===== config.mk =====
export PLATFORM = sky130hd
export DESIGN_NAME = uart_tx_scheduler
export DESIGN_NICKNAME = d
export VERILOG_FILES = /design/src/rtl/uart_sched_pkg.sv /design/src/rtl/byte_fifo.sv /design/src/rtl/uart_tx_scheduler.sv
export SDC_FILE = /design/constraint.sdc
export NUM_CORES = 1
export LEC_CHECK = 0
export BUFFER_PORTS_ARGS = -buffer_cell sky130_fd_sc_hd__buf_2
export CAP_MARGIN = 20
export CORE_ASPECT_RATIO = 1.25
export CORE_MARGIN = 2
export CORE_UTILIZATION = 40
export CTS_BUF_LIST = sky130_fd_sc_hd__clkbuf_4 sky130_fd_sc_hd__clkbuf_8 sky130_fd_sc_hd__clkbuf_16
export DETAILED_ROUTE_END_ITERATION = 12
export PLACE_DENSITY = 0.66
export SYNTH_ARGS = -nofsm -noshare
export SYNTH_HDL_FRONTEND = slang
export SYNTH_HIERARCHICAL = 1
export SYNTH_SLANG_ARGS = --single-unit

===== constraint.sdc =====
create_clock -name clk_sys -period 2.3 [get_ports clk_sys]
set_input_delay 0 -clock clk_sys [delete_from_list [all_inputs] [get_ports clk_sys]]
set_output_delay 0 -clock clk_sys [all_outputs]
set_load 0.02 [all_outputs]

===== src/rtl/uart_sched_pkg.sv =====
// Shared types and sizing helpers for the UART transmit scheduler.
package uart_sched_pkg;

  typedef enum logic [1:0] {
    IDLE,
    SEND,
    GAP
  } state_t;

  typedef enum logic {
    GRANT_ECHO,
    GRANT_MSG
  } grant_t;

  function automatic int unsigned cnt_width(input int unsigned byte_cycles);
    return $clog2(byte_cycles);
  endfunction

endpackage


===== src/rtl/byte_fifo.sv =====
// Small first-word-fall-through byte FIFO with wrap-bit pointers.
module byte_fifo #(
  parameter int unsigned DEPTH = 4
) (
  input  logic       clk_sys,
  input  logic       sys_reset,
  input  logic       wr_en,
  input  logic [7:0] wr_data,
  input  logic       rd_en,
  output logic [7:0] rd_data,
  output logic       full,
  output logic       empty
);

  localparam int unsigned AW = $clog2(DEPTH);

  logic [AW:0] wr_ptr;
  logic [AW:0] rd_ptr;
  logic [7:0]  mem [DEPTH];
  logic        rd_fire;
  logic        wr_fire;

  // Extra MSB distinguishes full from empty when the index bits match.
  assign empty   = (wr_ptr == rd_ptr);
  assign full    = (wr_ptr[AW] != rd_ptr[AW]) && (wr_ptr[AW-1:0] == rd_ptr[AW-1:0]);
  assign rd_data = mem[rd_ptr[AW-1:0]];
  assign rd_fire = rd_en && !empty;
  assign wr_fire = wr_en && (!full || rd_fire);

  always_ff @(posedge clk_sys) begin
    if (sys_reset) begin
      wr_ptr <= '0;
      rd_ptr <= '0;
    end else begin
      if (wr_fire) wr_ptr <= wr_ptr + (AW+1)'(1);
      if (rd_fire) rd_ptr <= rd_ptr + (AW+1)'(1);
    end
  end

  always_ff @(posedge clk_sys) begin
    if (wr_fire) mem[wr_ptr[AW-1:0]] <= wr_data;
  end

endmodule


===== src/rtl/uart_tx_scheduler.sv =====
// Round-robin sharing of one UART transmitter between the echo FIFO and a
// message source, pacing issue to one byte per frame time.
module uart_tx_scheduler
  import uart_sched_pkg::*;
#(
  parameter int unsigned BYTE_CYCLES = 52080,
  parameter int unsigned ECHO_DEPTH  = 4
) (
  input  logic       clk_sys,
  input  logic       sys_reset,
  input  logic [7:0] echo_data_i,
  input  logic       echo_valid_i,
  input  logic [7:0] msg_data_i,
  input  logic       msg_valid_i,
  output logic       msg_ready_o,
  output logic [7:0] uart_tx_data_o,
  output logic       uart_tx_en_o,
  output logic       busy_o,
  output logic       echo_overflow_o
);

  localparam int unsigned   CW       = cnt_width(BYTE_CYCLES);
  localparam logic [CW-1:0] GAP_LOAD = CW'(BYTE_CYCLES - 2);
  localparam logic [CW-1:0] GAP_LAST = CW'(1);

  state_t        state;
  state_t        state_nxt;
  grant_t        last_grant;
  grant_t        last_grant_nxt;
  logic [CW-1:0] cnt;
  logic [CW-1:0] cnt_nxt;
  logic [7:0]    tx_data_nxt;
  logic          tx_en_nxt;
  logic          busy_nxt;
  logic          overflow_nxt;
  logic          fifo_full;
  logic          fifo_empty;
  logic          fifo_rd;
  logic          fifo_wr;
  logic [7:0]    fifo_data;
  logic          echo_win;
  logic          msg_win;

  byte_fifo #(
    .DEPTH(ECHO_DEPTH)
  ) u_echo_fifo (
    .clk_sys  (clk_sys),
    .sys_reset(sys_reset),
    .wr_en    (fifo_wr),
    .wr_data  (echo_data_i),
    .rd_en    (fifo_rd),
    .rd_data  (fifo_data),
    .full     (fifo_full),
    .empty    (fifo_empty)
  );

  // Round-robin pick: on a tie the source not granted last time wins.
  always_comb begin
    echo_win = !fifo_empty && (!msg_valid_i || last_grant == GRANT_MSG);
    msg_win  = msg_valid_i && !echo_win;
  end

  assign msg_ready_o  = (state == IDLE) && msg_win;
  assign fifo_rd      = (state == IDLE) && echo_win;
  assign fifo_wr      = echo_valid_i && (!fifo_full || fifo_rd);
  assign overflow_nxt = echo_overflow_o || (echo_valid_i && fifo_full && !fifo_rd);

  always_ff @(posedge clk_sys) begin
    if (sys_reset) begin
      state           <= IDLE;
      last_grant      <= GRANT_MSG;
      cnt             <= '0;
      uart_tx_data_o  <= 8'h00;
      uart_tx_en_o    <= 1'b0;
      busy_o          <= 1'b0;
      echo_overflow_o <= 1'b0;
    end else begin
      state           <= state_nxt;
      last_grant      <= last_grant_nxt;
      cnt             <= cnt_nxt;
      uart_tx_data_o  <= tx_data_nxt;
      uart_tx_en_o    <= tx_en_nxt;
      busy_o          <= busy_nxt;
      echo_overflow_o <= overflow_nxt;
    end
  end

  // GAP lasts BYTE_CYCLES-2 cycles so grants are exactly BYTE_CYCLES apart.
  always_comb begin
    state_nxt      = state;
    last_grant_nxt = last_grant;
    cnt_nxt        = cnt;
    tx_data_nxt    = uart_tx_data_o;
    tx_en_nxt      = 1'b0;
    busy_nxt       = busy_o;
    case (state)
      IDLE: begin
        if (echo_win || msg_win) begin
          state_nxt      = SEND;
          tx_en_nxt      = 1'b1;
          busy_nxt       = 1'b1;
          tx_data_nxt    = echo_win ? fifo_data : msg_data_i;
          last_grant_nxt = echo_win ? GRANT_ECHO : GRANT_MSG;
        end
      end
      SEND: begin
        state_nxt = GAP;
        cnt_nxt   = GAP_LOAD;
      end
      GAP: begin
        cnt_nxt = cnt - CW'(1);
        if (cnt == GAP_LAST) begin
          state_nxt = IDLE;
          busy_nxt  = 1'b0;
        end
      end
      default: begin
        state_nxt = IDLE;
        busy_nxt  = 1'b0;
      end
    endcase
  end

endmodule


Word-level counts from Yosys, hierarchy flattened

Memory sizes are Yosys's and may differ from the RTL's. A register that Yosys moved wholly into a read port is not among the register bits.
Index checks and enable logic that the tools add are counted.

Add/subtract/negate cells: 3
Equality and inequality tests: 8
Multiplexer cells: 14
Bitwise gates (word level): 2
Reduce and logical (&&, ||, !) cells: 26

Operator list:

| cell                                                                    | count |
|---|---|
| 16-bit one-hot mux with 2 select lines                                  | 1 |
| 16-bit by 1-bit == test with 1-bit output, second input constant        | 1 |
| 16-bit by 1-bit subtractor with 16-bit output, second input constant    | 1 |
| 1-bit logical AND                                                       | 10 |
| 2-bit 2-to-1 mux                                                        | 4 |
| 8-bit 2-to-1 mux                                                        | 1 |
| 3-bit by 1-bit adder with 3-bit output, second input constant           | 2 |
| 1-bit 2-to-1 mux                                                        | 6 |
| 2-bit one-hot mux with 3 select lines                                   | 1 |
| 1-bit logical NOT                                                       | 5 |
| 1-bit logical OR                                                        | 5 |
| 2-bit AND reduction                                                     | 2 |
| 3-bit == test                                                           | 1 |
| 1-bit one-hot mux with 3 select lines                                   | 1 |
| 3-bit AND reduction                                                     | 1 |
| 2-bit by 1-bit == test with 1-bit output, second input constant         | 1 |
| 2-bit == test                                                           | 1 |
| 2-bit == test, second input constant                                    | 1 |
| 2-bit logical NOT                                                       | 1 |
| 2-bit by 1-bit inequality test with 1-bit output, second input constant | 1 |
| 2-bit inequality test, second input constant                            | 1 |
| 1-bit NOT                                                               | 2 |
| 2-bit nonzero test                                                      | 1 |
| 2-bit OR reduction                                                      | 1 |
| 1-bit inequality test                                                   | 1 |

Flip-flop bits (word level): 36
RAM bits: 32
Bits of input ports: 20
Output and inout port bits: 12
Logic and storage cells: 63
Memories: 1

Memory list:

| name            | depth | width | read ports | clocked after memory_dff | wr ports | line            | source |
|---|---|---|---|---|---|---|---|
| u_echo_fifo.mem | 4     | 8     | 1          | 1                        | 1        | byte_fifo.sv:19 | `logic [7:0] mem [DEPTH];` |

Longest topological paths before layout

Gate-level depths: netlist of run 1.

Depth after elaboration: 9
Gate-level depth with buffers: 9
Mapped depth without buffers: 9

Modules after synthesis

The synthesis of run 1 kept the hierarchy.

Modules (own cells, without submodules):

| module            | times used | cells each | area each (um^2) | sequential area each (um^2) |
|---|---|---|---|---|
| byte_fifo         | 1          | 97         | 1,699.1          | 1,121.1 |
| uart_tx_scheduler | 1          | 160        | 1,483.9          | 600.6 |

Least setup slack after synthesis of run 1

Ideal clock, no wire load.

Path type: register to register
Start point: reg u_echo_fifo.wr_ptr[1]
End point: mem u_echo_fifo.mem[2][0], enable pin
Library setup time: 0.332 ns
Data arrival time: 1.787 ns
Required time: 1.968 ns
Setup slack: 0.182 ns
Cell stages (with the launch flop): 10
Path buffers: 0
Period minus slack after synthesis: 2.118 ns
Cells stage by stage: dfxtp_1 > xnor2_2 > nand2_1 > nor2_1 > inv_1 > o211ai_1 > a21boi_0 > inv_1 > a41oi_2 > and2_1

Cells in the longest elaborated chain, start to end: 9
Elaborated cells on any way between the ends: 14
Those cells by class: eq/ne: 2; mux: 2; reduce/logical: 10

RTL lines:

| element                                | line                    | source |
|---|---|---|
| start: declaration                     | byte_fifo.sv:17         | `logic [AW:0] wr_ptr;` |
| start signal: assignment               | byte_fifo.sv:35         | `if (wr_fire) wr_ptr <= wr_ptr + (AW+1)'(1);` |
| 3-bit == test                          | byte_fifo.sv:24         | `assign empty = (wr_ptr == rd_ptr);` |
| via fifo_empty                         | uart_tx_scheduler.sv:37 | `logic fifo_empty;` |
| 1-bit logical NOT                      | uart_tx_scheduler.sv:59 | `echo_win = !fifo_empty && (!msg_valid_i \|\| last_grant == GRANT_MSG);` |
| 1-bit logical AND                      | uart_tx_scheduler.sv:59 |  |
| 1-bit logical AND                      | uart_tx_scheduler.sv:64 | `assign fifo_rd = (state == IDLE) && echo_win;` |
| 1-bit logical OR                       | uart_tx_scheduler.sv:65 | `assign fifo_wr = echo_valid_i && (!fifo_full \|\| fifo_rd);` |
| 1-bit logical AND                      | uart_tx_scheduler.sv:65 |  |
| via fifo_wr                            | uart_tx_scheduler.sv:39 | `logic fifo_wr;` |
| 1-bit logical AND                      | byte_fifo.sv:28         | `assign wr_fire = wr_en && (!full \|\| rd_fire);` |
| 1-bit 2-to-1 mux                       | byte_fifo.sv:41         | `if (wr_fire) mem[wr_ptr[AW-1:0]] <= wr_data;` |
| 1-bit 2-to-1 mux (implied by the code) | byte_fifo.sv:41         |  |
| end: declaration                       | byte_fifo.sv:19         |  |

The timed path passes the listed nets, and every way through them passes these cells.

Worst setup path after layout of run 1

Start point: reg u_echo_fifo.wr_ptr[2]
End point: mem u_echo_fifo.mem[2][1], enable pin

The elaborated chain is that of the path after synthesis.

==> flow_metrics.env, run 1 <==
export IMPL_clockBufferDepth=2
export IMPL_grt_antenna_before_repair=0
export IMPL_dieArea_sq_um=8690
export IMPL_cts_root_buf="clkbuf_8"
export IMPL_peakVddDrop_v=0.000568
export IMPL_syn_area_sq_um=3180
export IMPL_finalCriticalPeriod_ns=2.11
export IMPL_die_y_um=104
export IMPL_timing_final_max_slew_violations=0
export IMPL_cp_slowest_cell="dfxtp_1"
export IMPL_synth_distinct_cells=51
export IMPL_drtAntennaViolNets=0
export IMPL_cp_arrival_ns=2.17
export IMPL_finalHoldViolCount=0
export IMPL_post_dp_hpwl_um=4430
export IMPL_crit_path_max_incr_delay_ns=0.45
export IMPL_synth_edff_count=32
export IMPL_clkTransAtPathRegs_ns=0.08
export IMPL_synthTopCellsByArea="edfxtp_1 (30%), dfxtp_1 (24%), mux4_2 (5.7%)"
export IMPL_grtUsageTotal_pct=15.6
export IMPL_status="finished, final reports clean"
export IMPL_setup_viol=0
export IMPL_num_vias=2154
export IMPL_grt_ovfl_total=0
export IMPL_fmax_ghz=0.474
export IMPL_cp_common_cell="inv_1"
export IMPL_finalSetupTns_ns=0
export IMPL_start_util_pct=41.1
export IMPL_grt_pass1_wl_um=10600
export IMPL_synth_top_cell_area_share_pct=30.2
export IMPL_core_sq_um=7750
export IMPL_cts_made_buffers=9
export IMPL_fin_util_pct=50.4
export IMPL_placed_cells=386
export IMPL_insertion_delay_ns=0.36
export IMPL_io_buffer_count=31
export IMPL_slew_headroom_pct=62.3
export IMPL_path_cells="xor2_2, nor2_1, inv_1, o211ai_1, a21boi_1, inv_1, a41oi_4, and2_4"
export IMPL_drc=0
export IMPL_nNetsFinal=351
export IMPL_avgSynthCellArea_sq_um=12.4
export IMPL_avgRoutedWirePerCell_um=15.0
export IMPL_drive_above_1_share_pct=25.5
export IMPL_gp_congestion=0.759
export IMPL_grt_start_max_net_pins=26
export IMPL_die_w_um=83.8
export IMPL_tightest_slew_ns=0.566
export IMPL_first_pass_iters=4
export IMPL_final_period_utilization_pct=91.8
export IMPL_antenna_cells=0
export IMPL_totalWireLength_um=6310
export IMPL_clkSinkCount=70
export IMPL_routed_via_density=5.13
export IMPL_cts_tree="done"
export IMPL_path_buf_inv=2
export IMPL_path_max_fanout=8
export IMPL_async_flop_share_pct=0
export IMPL_crit_family="compound AO/OA/AOI/OAI gates"
export IMPL_area_growth_pct=22.7
export IMPL_crit_type="reg -> reg"
export IMPL_fin_skew_ns=0.00853
export IMPL_yosysWarnings=6
export IMPL_post_cts_buffers=0
export IMPL_p_leak_nw=1.50
export IMPL_synth_cells=257
export IMPL_synth_ff_type="dfxtp_1"
export IMPL_ys_ff_latch=70
export IMPL_required_ns=2.36
export IMPL_worstSetupStartpointType="register"
export IMPL_yosysSeqAreaShare_pct=54.1
export IMPL_hp_class="in -> reg"
export IMPL_maxCapViolCount=0
export IMPL_row_count=36
export IMPL_cp_end_kind="register"
export IMPL_yosys_area_top_type="edfxtp_1"
export IMPL_synth_net_count=288
export IMPL_grt_pass1_vias=2179
export IMPL_stdcell_count=420
export IMPL_cts_max_level=3
export IMPL_power_density_nw_per_um2=1180
export IMPL_pin_count=32
export IMPL_drtIter0Drc=99
[routing by layer]
metal | track usage (%) | up-vias | share of wire, %
met5 | 0 | - | 0
met4 | 10.0 | 0 | 3.7
met3 | 2.79 | 17 | 2.1
met2 | 25.8 | 34 | 50
met1 | 18.4 | 1029 | 44
li1 | - | 1074 | -
[worst register-to-register path, delay by kind of cell, from the launching register on]
| kind | cells | cell delay [ns] |
|---|---|---|
| flip-flops | 1 | 0.45 |
| AO/OA/AOI/OAI | 3 | 0.64 |
| AND/OR/NAND/NOR | 2 | 0.36 |
| buffers and inverters | 2 | 0.18 |
| XOR/XNOR | 1 | 0.19 |
[final cells by class]
| type | instances | area [sq um] |
|---|---|---|
| fillers | 694 | 3840 |
| flip-flops and latches | 70 | 1720 |
| multi-input cells | 163 | 1380 |
| repair buffers | 61 | 425 |
| clock buffers | 9 | 124 |
| well taps | 95 | 119 |
| clock inverters | 7 | 80.1 |
| inverters | 15 | 56.3 |
[path summary, 6_finish.rpt]
check                           cells past startpoint                                from                            endpoint  slack [ns]
worst max-delay path                                8  u_echo_fifo/wr_ptr[2]$_SDFFE_PP0P_     u_echo_fifo/mem[2][1]$_DFFE_PP_        0.19
worst min-delay path                                3                           sys_reset  u_echo_fifo/wr_ptr[0]$_SDFFE_PP0P_        0.09
worst max register to register                      8  u_echo_fifo/wr_ptr[2]$_SDFFE_PP0P_     u_echo_fifo/mem[2][1]$_DFFE_PP_        0.19
worst min register to register                      2                 busy_o$_SDFFE_PP0P_                 busy_o$_SDFFE_PP0P_        0.49
[power breakdown]
part / internal (mW) / switching, mW
Clock: 0.517 / 0.510
Combinational: 0.781 / 0.953
Sequential: 1.57 / 0.268
[cells by family (layout without fill, tap and decap cells)]
group           after synthesis  after routing  share of synthesized area [%]
simple gates                 75             75                           13.8
xor+xnor                     15             15                           4.84
flops                        70             70                           54.1
mux                          24             24                           11.0
fa+ha+maj                    11             11                           4.32
compound gates               38             38                           8.88
buf+inv                      24             92                           3.14
[cell usage in the layout, fill, tap and decap left out, types with 2 or more instances in the layout]
master         Yosys  layout
edfxtp_1          32      32
nand3_1            2       2
xnor2_2            2       2
buf_2              2      31
nor3_1             2       2
mux2i_1           12      12
nand2_1           11      11
inv_6              0       3
dlygate4sd3_1      0      18
xnor2_1            3       3
nand4_1            3       3
buf_4              0      12
mux2_1             3       3
a211oi_1           9       9
and2_1             5       2
a31oi_1            4       4
nand3b_1           3       3
dfxtp_1           38      38
mux4_2             8       8
inv_1             15      15
a311oi_1           3       3
or4_1              2       2
and2_4             0       3
nor2b_1            3       3
clkbuf_8           0       9
o31ai_1            2       2
nand2b_1           7       7
xor2_1             9       9
a21oi_1           10      10
nor2_1            26      26
ha_1              11      11
[stage by stage]
stage	setup WS [ns]	hold slack [ns]	total power [mW]	area (sq um)
final	0.188	0.0913	4.60	3910
after global routing	-0.00392	0.0962	4.92	3910
after CTS	0.0603	0.0713	4.63	3890
after detailed placement	-0.0251	0.231	3.57	3500
after global placement	0.0877	0.224	3.54	3500
after floorplan	0.182	0.0989	3.14	3180
[state kept, by name (all words and copies together), names as in the netlist, named ones only]
signal	flops
echo_overflow_o	1
state	2
last_grant	1
cnt	16
u_echo_fifo/mem	32
uart_tx_en_o	1
u_echo_fifo/wr_ptr	3
busy_o	1
uart_tx_data_o	8
u_echo_fifo/rd_ptr	3
[Yosys cell counts (all sizes together), types with 2 or more instances]
cell and n:
dfxtp 38, edfxtp 32, nor2 26, inv 15, mux2i 12, ha 11
nand2 11, a21oi 10, xor2 10, a211oi 9, mux4 8, nand2b 7
a31oi 5, and2 5, clkbuf 5, xnor2 5, buf 4, mux2 4
nand4 4, a311oi 3, a41oi 3, nand3b 3, nor2b 3, nor3 3
nand3 2, nor4 2, o31ai 2, or4 2
[what timing repair did]
action | in CTS | in global routing
resized for setup | 3 | 5
endpoints found under the hold margin | 42 | 0
hold buffers | 18 | 0
endpoints found under the setup margin | 24 | 24
No activity file was read; power rests on OpenSTA's default activity.
==> inputs of run 2 (changes only) <==
--- a/config.mk
+++ b/config.mk
@@ -5,6 +5,7 @@
 export SDC_FILE = /design/constraint.sdc
 export NUM_CORES = 1
 export LEC_CHECK = 0
+export ABC_AREA = 1
 export BUFFER_PORTS_ARGS = -buffer_cell sky130_fd_sc_hd__buf_2
 export CAP_MARGIN = 20
 export CORE_ASPECT_RATIO = 1.25
==> flow_metrics.env, run 2 <==
export IMPL_top_layer_used="met4"
export IMPL_routed_via_density=4.94
export IMPL_clockBufferDepth=2
export IMPL_ff_latch_area_sq_um=1720
export IMPL_crit_family="simple AND/OR/NAND/NOR gates"
export IMPL_final_cell_mix="nand2_1 (66), nor2_1 (60), inv_1 (44)"
export IMPL_insertion_delay_ns=0.34
export IMPL_totalWireLength_um=7010
export IMPL_row_count=36
export IMPL_required_ns=2.35
export IMPL_die_w_um=83.7
export IMPL_grt_ovfl_total=0
export IMPL_synth_top_cell_area_share_pct=30.3
export IMPL_core_sq_um=7750
export IMPL_path_buf_inv=4
export IMPL_ys_top_cells_by_count="nand2_1 (66), nor2_1 (60), inv_1 (45)"
export IMPL_clkSinkCount=70
export IMPL_hp_class="in -> reg"
export IMPL_synth_net_count=399
export IMPL_nNetsFinal=459
export IMPL_grt_antenna_before_repair=0
export IMPL_timing_final_max_slew_violations=0
export IMPL_met1_length_um=2940
export IMPL_fin_skew_ns=0.0104
export IMPL_grt_pass1_vias=2583
export IMPL_p_total_mw=4.76
export IMPL_power_density_nw_per_um2=1230
export IMPL_grtUsageTotal_pct=16.7
export IMPL_grt_start_max_net_pins=18
export IMPL_cp_arrival_ns=2.12
export IMPL_finalHoldViolCount=0
export IMPL_pin_count=32
export IMPL_worstSetupStartpointType="register"
export IMPL_avgRoutedWirePerCell_um=13.3
export IMPL_yosysMostFrequentCell="nand2_1"
export IMPL_final_period_utilization_pct=90.2
export IMPL_yosysWarnings=6
export IMPL_synth_cells=368
export IMPL_p_leak_nw=1.69
export IMPL_rsz0062_at_grt="false"
export IMPL_synth_distinct_cells=28
export IMPL_num_vias=2607
export IMPL_die_y_um=104
export IMPL_post_dp_hpwl_um=5050
export IMPL_drtIter0Drc=98
export IMPL_finalCriticalPeriod_ns=2.07
export IMPL_async_flop_share_pct=0
export IMPL_area_growth_pct=21.6
export IMPL_cts_max_level=3
export IMPL_setup_viol=0
export IMPL_drc=0
export IMPL_layout_commonest_cell="nand2_1"
export IMPL_cts_made_buffers=9
export IMPL_cts_tree="done"
export IMPL_io_buffer_count=31
export IMPL_multi_input_area_sq_um=1240
export IMPL_dieArea_sq_um=8670
export IMPL_yosys_area_top_type="edfxtp_1"
export IMPL_maxCapViolCount=0
export IMPL_cts_root_buf="clkbuf_8"
export IMPL_dr_wl_met2_um=3680
export IMPL_wl_met3_um=266
export IMPL_fmax_ghz=0.482
export IMPL_drive_above_1_share_pct=17.3
export IMPL_largest_reg_flops=32
export IMPL_first_pass_iters=5
export IMPL_synth_ff_type="dfxtp_1"
export IMPL_path_cells="nand2_1, nand2_1, clkinv_1, nand3_2, inv_1, nor2_2, nand2_2, a21boi_1, buf_4, nand2_2, nor2_1, buf_4"
export IMPL_grt_pass1_wl_um=11600
export IMPL_cp_end_kind="register"
export IMPL_start_util_pct=41.0
export IMPL_slew_headroom_pct=69.2
export IMPL_ys_ff_latch=70
export IMPL_clkTransAtPathRegs_ns=0.08
export IMPL_crit_type="reg -> reg"
export IMPL_finalSetupTns_ns=0
export IMPL_crit_path_max_incr_delay_ns=0.40
export IMPL_peakVddDrop_v=0.000604
export IMPL_status="finished, final reports clean"
export IMPL_gp_congestion=0.876
export IMPL_synth_edff_count=32
export IMPL_tightest_slew_ns=0.461
export IMPL_yosysSeqAreaShare_pct=54.2
export IMPL_path_max_fanout=8
export IMPL_avgSynthCellArea_sq_um=8.63
export IMPL_drtAntennaViolNets=0
export IMPL_cp_slowest_cell="dfxtp_1"
export IMPL_antenna_cells=0
export IMPL_post_cts_buffers=0
export IMPL_synthTopCellsByArea="edfxtp_1 (30%), dfxtp_1 (24%), nand2_1 (7.8%)"
export IMPL_syn_area_sq_um=3180
export IMPL_fillers=740
-- run 2: logic make-up (layout without fill, tap and decap cells) --
family	Yosys count	after routing	share of synthesized area, %
flip-flops	70	70	54.2
AO/OA/AOI/OAI	67	67	11.3
XOR/XNOR	5	5	1.62
buffers and inverters	55	120	6.74
AND/OR/NAND/NOR	160	160	21.8
adder cells (fa/ha/maj)	11	11	4.33
-- run 2: area by class of cell --
type	instances	area share, %
sequential	70	44.6
inverter	49	4.76
multi-input combinational	243	32.1
clock buffer	10	3.40
clock inverter	6	2.24
timing repair buffer	55	9.79
tap	95	3.08
-- run 2: worst register-to-register path: stages, from the launching register on --
cell and delay [ns]:
dfxtp_1 0.40, nand2_1 0.07, nand2_1 0.10, clkinv_1 0.09
nand3_2 0.09, inv_1 0.06, nor2_2 0.13, nand2_2 0.11
a21boi_1 0.15, buf_4 0.14, nand2_2 0.12, nor2_1 0.14
buf_4 0.18
-- run 2: report_power, final --
group / total, mW / switching [mW] / internal (mW)
Combinational: 1.93 / 1.27 / 0.659
Clock: 1.09 / 0.467 / 0.619
Sequential: 1.75 / 0.184 / 1.56
-- run 2: worst paths after layout --
path,startpoint,end,slack (ns),cells after the start
worst max-delay path,u_echo_fifo/rd_ptr[2]$_SDFFE_PP0P_,u_echo_fifo/mem[0][3]$_DFFE_PP_,0.23,12
worst min-delay path,sys_reset,echo_overflow_o$_SDFF_PP0_,0.03,2
worst max register to register,u_echo_fifo/rd_ptr[2]$_SDFFE_PP0P_,u_echo_fifo/mem[0][3]$_DFFE_PP_,0.23,12
worst min register to register,cnt[1]$_SDFFE_PP0P_,cnt[1]$_SDFFE_PP0P_,0.47,2
-- run 2: through the flow --
stage	hold slack (ns)	cell area, sq um	util [%]	instances	worst slack (ns)
floorplan	0.0691	3180	-	368	0.0735
global placement	0.250	3470	44.8	495	0.283
detailed placement	0.251	3470	44.8	495	0.220
CTS	0.0187	3860	49.8	528	0.204
global route	0.0307	3860	49.8	528	0.0122
finish	0.0303	3860	49.8	528	0.226
-- run 2: repair_timing --
item,4_1_cts,5_1_grt
endpoints found under the hold margin,41,0
setup endpoints to repair,0,32
hold buffers,17,0
resized for setup,0,3
-- run 2: routing by layer --
metal,track usage (%),up-vias
met5,0,-
met2,30.2,58
met4,6.80,0
li1,-,1323
met1,18.8,1214
met3,3.67,12
